===== config.mk =====
export PLATFORM = sky130hd
export DESIGN_NAME = jtag_tap_multi_dr
export DESIGN_NICKNAME = d
export VERILOG_FILES = /design/src/rtl/jtag_tap_multi_dr.sv
export SDC_FILE = /design/constraint.sdc
export NUM_CORES = 1
export LEC_CHECK = 0
export ABC_CLOCK_PERIOD_IN_PS = 2500
export CAP_MARGIN = 25
export CORE_MARGIN = 2
export CORE_UTILIZATION = 56
export CTS_BUF_LIST = sky130_fd_sc_hd__clkbuf_4 sky130_fd_sc_hd__clkbuf_8 sky130_fd_sc_hd__clkbuf_16
export DETAILED_ROUTE_END_ITERATION = 16
export PLACE_DENSITY = 0.83
export SETUP_SLACK_MARGIN = 0.05
export SYNTH_ARGS = -nofsm -noshare
export SYNTH_HDL_FRONTEND = slang
export SYNTH_SLANG_ARGS = --single-unit

===== constraint.sdc =====
create_clock -name tck -period 2.5 [get_ports tck]
set_input_delay 0.375 -clock tck [delete_from_list [all_inputs] [get_ports tck]]
set_output_delay 0.375 -clock tck [all_outputs]
set_load 0.005 [all_outputs]

===== src/rtl/jtag_tap_multi_dr.sv =====
// jtag_tap_multi_dr
//   IEEE 1149.1 TAP controller with a configurable-width instruction register
//   and instruction-selected data chains: BYPASS, IDCODE and NUM_USER_DR user
//   data registers. Each user register has parallel capture inputs, parallel
//   update outputs and a one-tck update strobe.
//
//   Optional build macro: JTAG_TDO_NEGEDGE_EN
//     defined   : tdo/tdo_en are registered on the falling edge of tck
//     undefined : tdo/tdo_en are combinational from state and shift-reg bit0
//
// Ports
//   tck          test clock (all state on the rising edge unless noted)
//   trst_n       asynchronous active-low reset
//   tms, tdi     test mode select / serial data in, sampled on rising tck
//   tdo, tdo_en  serial data out and its valid flag (Shift-IR / Shift-DR)
//   ir_value     currently latched instruction
//   user_dr_in   capture values, slice k belongs to user register k
//   user_dr_out  latched update values, slice k belongs to user register k
//   user_update  one-tck pulse per user register while in Update-DR
//   tap_state    debug view of the TAP state (encoding of tap_state_e)
module jtag_tap_multi_dr #(
  parameter int          IR_WIDTH     = 4,
  parameter int          DR_WIDTH     = 8,
  parameter int          NUM_USER_DR  = 2,
  parameter logic [31:0] IDCODE_VALUE = 32'h1000_0001
) (
  input  logic                            tck,
  input  logic                            trst_n,
  input  logic                            tms,
  input  logic                            tdi,
  output logic                            tdo,
  output logic                            tdo_en,
  output logic [IR_WIDTH-1:0]             ir_value,
  input  logic [NUM_USER_DR*DR_WIDTH-1:0] user_dr_in,
  output logic [NUM_USER_DR*DR_WIDTH-1:0] user_dr_out,
  output logic [NUM_USER_DR-1:0]          user_update,
  output logic [3:0]                      tap_state
);

  localparam int SR_W  = (DR_WIDTH > 32) ? DR_WIDTH : 32;
  localparam int IDX_W = (NUM_USER_DR > 1) ? $clog2(NUM_USER_DR) : 1;
  localparam int UW    = NUM_USER_DR * DR_WIDTH;

  typedef enum logic [3:0] {
    TLR    = 4'd0,  RTI    = 4'd1,
    SEL_DR = 4'd2,  CAP_DR = 4'd3,  SH_DR  = 4'd4,  EX1_DR = 4'd5,
    PA_DR  = 4'd6,  EX2_DR = 4'd7,  UPD_DR = 4'd8,
    SEL_IR = 4'd9,  CAP_IR = 4'd10, SH_IR  = 4'd11, EX1_IR = 4'd12,
    PA_IR  = 4'd13, EX2_IR = 4'd14, UPD_IR = 4'd15
  } tap_state_e;

  tap_state_e              state_q, state_d;
  logic [IR_WIDTH-1:0]     ir_sr_q, ir_sr_d;
  logic [IR_WIDTH-1:0]     ir_value_q, ir_value_d;
  logic [SR_W-1:0]         dr_sr_q, dr_sr_d;
  logic [UW-1:0]           user_dr_out_q, user_dr_out_d;
  logic [NUM_USER_DR-1:0]  user_update_q, user_update_d;

  logic                    user_hit;
  logic [IDX_W-1:0]        user_idx;
  int                      chain_len;
  logic                    tdo_c, tdo_en_c;

  // TAP next-state logic
  always_comb begin
    state_d = state_q;
    unique case (state_q)
      TLR:    state_d = tms ? TLR    : RTI;
      RTI:    state_d = tms ? SEL_DR : RTI;
      SEL_DR: state_d = tms ? SEL_IR : CAP_DR;
      CAP_DR: state_d = tms ? EX1_DR : SH_DR;
      SH_DR:  state_d = tms ? EX1_DR : SH_DR;
      EX1_DR: state_d = tms ? UPD_DR : PA_DR;
      PA_DR:  state_d = tms ? EX2_DR : PA_DR;
      EX2_DR: state_d = tms ? UPD_DR : SH_DR;
      UPD_DR: state_d = tms ? SEL_DR : RTI;
      SEL_IR: state_d = tms ? TLR    : CAP_IR;
      CAP_IR: state_d = tms ? EX1_IR : SH_IR;
      SH_IR:  state_d = tms ? EX1_IR : SH_IR;
      EX1_IR: state_d = tms ? UPD_IR : PA_IR;
      PA_IR:  state_d = tms ? EX2_IR : PA_IR;
      EX2_IR: state_d = tms ? UPD_IR : SH_IR;
      UPD_IR: state_d = tms ? SEL_DR : RTI;
      default: state_d = TLR;
    endcase
  end

  // Instruction decode: IDCODE, USER k, everything else is 1-bit bypass.
  // With 2+NUM_USER_DR < 2^IR_WIDTH-1 the all-ones opcode never hits a user.
  always_comb begin
    user_hit  = 1'b0;
    user_idx  = '0;
    chain_len = 1;
    if (ir_value_q == IR_WIDTH'(1)) chain_len = 32;
    for (int k = 0; k < NUM_USER_DR; k++) begin
      if (ir_value_q == IR_WIDTH'(k + 2)) begin
        user_hit  = 1'b1;
        user_idx  = IDX_W'(k);
        chain_len = DR_WIDTH;
      end
    end
  end

  // IR shift register and latched instruction
  always_comb begin
    ir_sr_d    = ir_sr_q;
    ir_value_d = ir_value_q;
    if (state_q == CAP_IR) ir_sr_d = IR_WIDTH'(1);
    if (state_q == SH_IR)  ir_sr_d = {tdi, ir_sr_q[IR_WIDTH-1:1]};
    if (state_q == UPD_IR) ir_value_d = ir_sr_q;
    // Entering or staying in TLR forces IDCODE.
    if (state_d == TLR)    ir_value_d = IR_WIDTH'(1);
  end

  // DR shift register: one physical register, its active length set by the
  // instruction. tdi lands at bit chain_len-1; anything above is never read.
  always_comb begin
    dr_sr_d = dr_sr_q;
    if (state_q == CAP_DR) begin
      if (user_hit)
        dr_sr_d = SR_W'(user_dr_in[user_idx*DR_WIDTH +: DR_WIDTH]);
      else if (chain_len == 32)
        dr_sr_d = SR_W'(IDCODE_VALUE);
      else
        dr_sr_d = '0;
    end
    if (state_q == SH_DR) begin
      dr_sr_d = {1'b0, dr_sr_q[SR_W-1:1]};
      for (int i = 0; i < SR_W; i++) begin
        if (i == chain_len - 1) dr_sr_d[i] = tdi;
      end
    end
  end

  // User update: latched on the edge entering UPD_DR, so the new value and
  // the strobe are both visible for the whole Update-DR cycle.
  always_comb begin
    user_dr_out_d = user_dr_out_q;
    user_update_d = '0;
    if (state_d == UPD_DR && user_hit) begin
      user_dr_out_d[user_idx*DR_WIDTH +: DR_WIDTH] = dr_sr_q[DR_WIDTH-1:0];
      user_update_d[user_idx] = 1'b1;
    end
  end

  always_ff @(posedge tck or negedge trst_n) begin
    if (!trst_n) begin
      state_q       <= TLR;
      ir_sr_q       <= '0;
      ir_value_q    <= IR_WIDTH'(1);
      dr_sr_q       <= '0;
      user_dr_out_q <= '0;
      user_update_q <= '0;
    end else begin
      state_q       <= state_d;
      ir_sr_q       <= ir_sr_d;
      ir_value_q    <= ir_value_d;
      dr_sr_q       <= dr_sr_d;
      user_dr_out_q <= user_dr_out_d;
      user_update_q <= user_update_d;
    end
  end

  always_comb begin
    tdo_en_c = (state_q == SH_IR) || (state_q == SH_DR);
    tdo_c    = 1'b0;
    if (state_q == SH_IR) tdo_c = ir_sr_q[0];
    if (state_q == SH_DR) tdo_c = dr_sr_q[0];
  end

`ifdef JTAG_TDO_NEGEDGE_EN
  logic tdo_q, tdo_en_q;
  always_ff @(negedge tck or negedge trst_n) begin
    if (!trst_n) begin
      tdo_q    <= 1'b0;
      tdo_en_q <= 1'b0;
    end else begin
      tdo_q    <= tdo_c;
      tdo_en_q <= tdo_en_c;
    end
  end
  assign tdo    = tdo_q;
  assign tdo_en = tdo_en_q;
`else
  assign tdo    = tdo_c;
  assign tdo_en = tdo_en_c;
`endif

  assign ir_value    = ir_value_q;
  assign user_dr_out = user_dr_out_q;
  assign user_update = user_update_q;
  assign tap_state   = state_q;

endmodule


==> impl_metrics.env, run 1 <==
export IMPL_status="completed"
export IMPL_drt_pass1_iter_count=4
export IMPL_worstReg2RegStart="tap_state[0]"
export IMPL_dp_hpwl_um=4173
export IMPL_maxCapViolCount=0
export IMPL_ioPinCount=48
export IMPL_ctsHtreeMaxLevel=3
export IMPL_period_share_pct=93.04
export IMPL_root_buffer="clkbuf_8"
export IMPL_register_area_sq_mm=0.001555
export IMPL_die_area_sq_mm=0.005589
export IMPL_grt_pass1_wl_um=10100
export IMPL_crit_arrival_ps=1950
export IMPL_setup_viol=0
export IMPL_hold_viol_final=0
export IMPL_numPortBuffers=47
export IMPL_ys_ff_latch=62
export IMPL_crit_required_ps=2120
export IMPL_drc=0
export IMPL_antenna_found_initial=0
export IMPL_area_growth_synth_to_final_pct=27.04
export IMPL_r2r_end="user_dr_out[3]"
export IMPL_rsz0062_at_grt="false"
export IMPL_syn_area_sq_mm=0.002804
export IMPL_syn_nets=259
export IMPL_diodes=0
export IMPL_whs_ps=89.75
export IMPL_synth_flop_cell="dfrtp_1"
export IMPL_gp_congestion=0.7831
export IMPL_synth_top_family_by_area="compound AO/OA/AOI/OAI gates"
export IMPL_worst_setup_path_start_kind="register"
export IMPL_fin_crit_ps=2326
export IMPL_worst_pin_slew_ps=768.9
export IMPL_clkTransAtPathRegs_ps=60
export IMPL_crit_type="reg2out"
export IMPL_utilization_pct=74.43
export IMPL_synth_compound_area_share_pct=19.14
export IMPL_ys_seq_area_share_pct=55.38
export IMPL_max_slew_margin_pct=48.74
export IMPL_wl_per_cell_um=16.96
export IMPL_muxShareOfSynthArea_pct=10.80
export IMPL_critPathMaxFanout=24
export IMPL_fin_area_sq_mm=0.003562
export IMPL_cts_setup_buffers=0
export IMPL_synth_top_cell_by_area="dfrtp_1"
export IMPL_die_y_um=74.76
export IMPL_detail_route_antenna_nets=0
export IMPL_rows=25
export IMPL_ir_drop_mv=0.8546
export IMPL_final_nets=308
export IMPL_wl_um=6106
export IMPL_synth_edf_count=0
export IMPL_yosysWarnings=0
export IMPL_clock_latency_ps=340
export IMPL_start_util_pct=58.59
export IMPL_die_x_um=74.76
export IMPL_grt_max_degree=33
export IMPL_synthCells=239
export IMPL_vias=2137
export IMPL_r2r_setup_slack_ps=380
export IMPL_clkSinkCount=62
export IMPL_drt_iter0_drc=195
export IMPL_synth_simple_area_share_pct=10.58
export IMPL_dpl_cell_area_sq_mm=0.003322
export IMPL_setup_tns_ps=0
export IMPL_endpoint_kind="output port"
export IMPL_final_instance_count_excl_fill=360
export IMPL_fillers=326
export IMPL_cts_buffers=9
export IMPL_synthTopCellsByCount="dfrtp_1, a22o_1, mux2_2, nand2_1, o22ai_1"
export IMPL_yosysMostFrequentCell="dfrtp_1"
export IMPL_synth_adder_area_share_pct=0
export IMPL_worst_r2r_cell_count=4
export IMPL_synth_top_area_share_pct=54.44
export IMPL_async_reset_ff_share_pct=100.0
export IMPL_yosys_top_cells_area="dfrtp_1, mux2_2, a22o_1"
export IMPL_leakage_nw=1.675
export IMPL_viasPerCell=5.936
export IMPL_max_freq_mhz=429.9
export IMPL_pwr_density_cell_mw_per_mm2=1179
export IMPL_synth_cell_type_count=43
export IMPL_min_path_type="in2async"
export IMPL_track_usage_pct=24.72
export IMPL_avgSynthCellArea_sq_um=11.73
export IMPL_yosys_area_share_xor_xnor_pct=0
export IMPL_clk_path_buf_depth=2
export IMPL_slew_violations=0
export IMPL_coreArea_sq_mm=0.004786
export IMPL_dpl_cell_count=344
export IMPL_global_route_overflow_total=0
export IMPL_drive_above_1_share_pct=18.09
export IMPL_fin_skew_ps=7.693
export IMPL_multi_input_comb_area_sq_mm=0.001136
export IMPL_grt_pass1_vias=2128
export IMPL_cts_tree="done"
==> worst max-delay path by stage <==
stage / end / startpoint
after floorplan: tdo / tap_state[0]
after global placement: user_dr_out[6] / tap_state[0]
after detailed placement: user_dr_out[5] / tms
after CTS: tdo / tap_state[2]
after global routing: tdo / tap_state[0]
final: tdo / tap_state[0]
==> critical path, stage by stage, from the launching register on <==
cell and delay, ps:
dfrtp_1 650, nor3_4 300, nand2_1 80, nand2_1 80, clkdlybuf4s50_1 500
==> flip-flops by register name (all words and copies together), names as in the netlist <==
name and count:
tap_state 4, ir_sr_q 4, dr_sr_q 32, ir_value 4, user_dr_out 16, user_update 2
==> where the power goes <==
group          internal, mW  switching, mW
clock                 0.653          0.364
combinational         0.801          0.697
sequential             1.32          0.371
total                  2.77           1.43
==> cell usage in the layout, fill, tap and decap left out, drive strengths merged, types with 2 or more instances in the layout <==
cell type	n
o21a	4
o21ai	12
a22o	22
clkbuf	13
buf	9
mux2	18
nand2	19
inv	3
dfrtp	61
a31oi	3
nor2	12
bufinv	2
clkdlybuf4s50	46
or3b	2
mux2i	10
a21boi	6
nor2b	3
o22ai	14
nor3b	4
nand2b	4
nand4	3
a21oi	5
==> area by class of cell <==
| type | instances | area share, % |
|---|---|---|
| Timing Repair Buffer | 55 | 15.10 |
| Inverter | 3 | 0.3161 |
| Sequential cell | 62 | 43.66 |
| Clock buffer | 13 | 4.847 |
| Tap cell | 67 | 2.353 |
| Multi-Input combinational cell | 157 | 31.89 |
| Clock inverter | 3 | 1.826 |
==> metrics by stage <==
| step | setup WS [ps] | total power [mW] |
|---|---|---|
| after global placement | 465.4 | 3.091 |
| after floorplan | 878.2 | 2.597 |
| final | 173.9 | 4.201 |
| after detailed placement | 417.4 | 3.169 |
| after global routing | 61.35 | 4.458 |
| after CTS | 97.64 | 4.218 |
==> cells by family after synthesis <==
family	Yosys count
mux	28
simple gates	54
flops	62
buf+inv	20
compound gates	75
==> repair_timing <==
item | in CTS | in global routing
endpoints found under the setup margin | 0 | 2
hold buffers | 0 | 0
gates resized for setup | 0 | 2
==> routing by layer <==
metal	vias to the layer above	routed length (um)	GRT usage (%)
met5	-	0	0
met3	19	274	6.024
met1	1068	2566	30.76
li1	983	-	-
met2	67	3060	40.51
met4	0	206	12.50
Note: power is estimated with default switching activity, not from simulation.
==> run 2: changes to the inputs <==
Settings changed: CTS_CLUSTER_DIAMETER set to 200.
==> results of run 2 <==
Same layout as run 1: the final DEF is identical, and so are final timing and power.
==> run 3: changes to the inputs <==
Settings changed: ABC_CLOCK_PERIOD_IN_PS 2500 to 2640, CORE_UTILIZATION 56 to 52, PLACE_DENSITY 0.83 to 0.78, SKIP_CTS_REPAIR_TIMING set to 1, SLEW_MARGIN set to 10.
Clock period 2.5 ns to 2.64 ns, I/O delays scaled along.
==> impl_metrics.env, run 3 (synthesized netlist as in run 1, its figures left out) <==
export IMPL_status="completed"
export IMPL_utilization_pct=69.40
export IMPL_max_stage_delay_ps=500
export IMPL_min_path_type="in2async"
export IMPL_crit_required_ps=2240
export IMPL_max_slew_margin_pct=50.34
export IMPL_die_area_sq_mm=0.005995
export IMPL_fin_skew_ps=5.518
export IMPL_setup_tns_ps=0
export IMPL_leakage_nw=1.675
export IMPL_area_growth_synth_to_final_pct=27.22
export IMPL_final_nets=306
export IMPL_grt_pass1_wl_um=10420
export IMPL_clkTransAtPathRegs_ps=60
export IMPL_ctsHtreeMaxLevel=3
export IMPL_drc=0
export IMPL_critPathMostFrequentCell="nand2_1"
export IMPL_endpoint_kind="output port"
export IMPL_worst_setup_path_start_kind="register"
export IMPL_fin_crit_ps=2343
export IMPL_fillers=400
export IMPL_gp_congestion=0.7866
export IMPL_detail_route_antenna_nets=0
export IMPL_crit_type="reg2out"
export IMPL_slew_violations=0
export IMPL_numPortBuffers=47
export IMPL_largest_register="dr_sr_q"
export IMPL_track_usage_pct=22.11
export IMPL_cts_tree="done"
export IMPL_vias=2049
export IMPL_setup_viol=0
export IMPL_crit_arrival_ps=1950
export IMPL_wl_um=6036
export IMPL_maxCapViolCount=0
export IMPL_cp_depth=5
export IMPL_max_freq_mhz=426.9
export IMPL_clock_latency_ps=330
export IMPL_hold_viol_final=0
export IMPL_die_y_um=77.43
export IMPL_mostFrequentLayoutCell="dfrtp_1"
export IMPL_diodes=0
export IMPL_drt_iter0_drc=129
export IMPL_cp_slowest_cell="clkdlybuf4s50_1"
export IMPL_largest_reg_flops=32
export IMPL_wl_met1_um=2884
export IMPL_start_util_pct=54.55
export IMPL_rows=26
export IMPL_met2WireLength_um=2840
export IMPL_pwr_density_cell_mw_per_mm2=1133
export IMPL_root_buffer="clkbuf_8"
export IMPL_wl_per_cell_um=16.72
export IMPL_startpoint="tap_state[3]"
export IMPL_dr_max_layer_used="met4"
export IMPL_die_x_um=77.43
export IMPL_cts_buffers=9
export IMPL_clk_path_buf_depth=2
export IMPL_grt_max_degree=37
export IMPL_critPathTopFamily="simple AND/OR/NAND/NOR gates"
export IMPL_drt_pass1_iter_count=4
export IMPL_cp_num_buf_inv=1
export IMPL_grt_pass1_vias=2075
export IMPL_global_route_overflow_total=0
export IMPL_worstReg2RegStart="tap_state[0]"
export IMPL_viasPerCell=5.676
export IMPL_ioPinCount=48
export IMPL_antenna_found_initial=0
export IMPL_period_share_pct=88.74
export IMPL_final_cell_mix="dfrtp_1, clkdlybuf4s50_1, a22o_1"
export IMPL_r2r_end="user_dr_out[6]"
export IMPL_whs_ps=77.87
export IMPL_r2r_setup_slack_ps=450
export IMPL_ir_drop_mv=0.7329
export IMPL_worst_r2r_cell_count=4
export IMPL_crit_chain="nand2b_1 > nor3_4 > nand2_1 > nand2_1 > clkdlybuf4s50_1"
export IMPL_rsz0062_at_grt="false"
export IMPL_clkSinkCount=62
export IMPL_critPathMaxFanout=13
export IMPL_coreArea_sq_mm=0.005140
export IMPL_dp_hpwl_um=4049
export IMPL_wl_met3_um=196
export IMPL_drive_above_1_share_pct=16.84
export IMPL_worst_pin_slew_ps=744.9
-- run 3: cell types whose count changed in the layout (fill, tap and decap cells not counted), sizes merged --
cell	delta
buf	-2
clkinv	-1
bufinv	+1
-- run 3: power by group --
part / leakage, nW / switching, mW / internal [mW]
sequential: 0.830 / 0.339 / 1.24
clock: 0.131 / 0.354 / 0.701
combinational: 0.714 / 0.653 / 0.749
-- run 3: area by class of cell --
class	instances	area [sq um]	share of cell area, %
Sequential cell	62	1553	43.53
Clock inverter	3	90.09	2.525
Clock buffer	13	166.4	4.665
Timing Repair Buffer	53	523.0	14.66
Inverter	3	11.26	0.3157
Tap cell	70	87.58	2.455
Multi-Input combinational cell	157	1136	31.85
-- run 3: routing by layer --
metal / up-vias / GRT usage [%]
met2: 49 / 33.30
li1: 977 / -
met5: - / 0
met3: 13 / 4.651
met4: 0 / 8.750
met1: 1010 / 31.51
-- run 3: how the worst max path moves through the flow --
stage	slack, ps	end
after floorplan	1000	tdo
after global placement	590	user_dr_out[1]
after detailed placement	510	user_dr_out[6]
after CTS	290	tdo
after global routing	170	tdo
final	300	tdo
-- run 3: worst reg2reg max path, delay by kind of cell, from the launching register on --
family	cells	cell delay [ps]
AND/OR/NAND/NOR	3	850
multiplexers	1	390
flip-flops	1	820
-- run 3: per-stage QoR --
step / setup WS (ps) / total power [mW] / cells / area [sq um]
floorplan: 997.2 / 2.460 / 239 / 2804
global placement: 593.4 / 2.929 / 345 / 3311
detailed placement: 507.0 / 2.985 / 345 / 3311
CTS: 288.3 / 4.056 / 361 / 3567
global route: 171.4 / 4.304 / 361 / 3567
finish: 297.4 / 4.040 / 361 / 3567
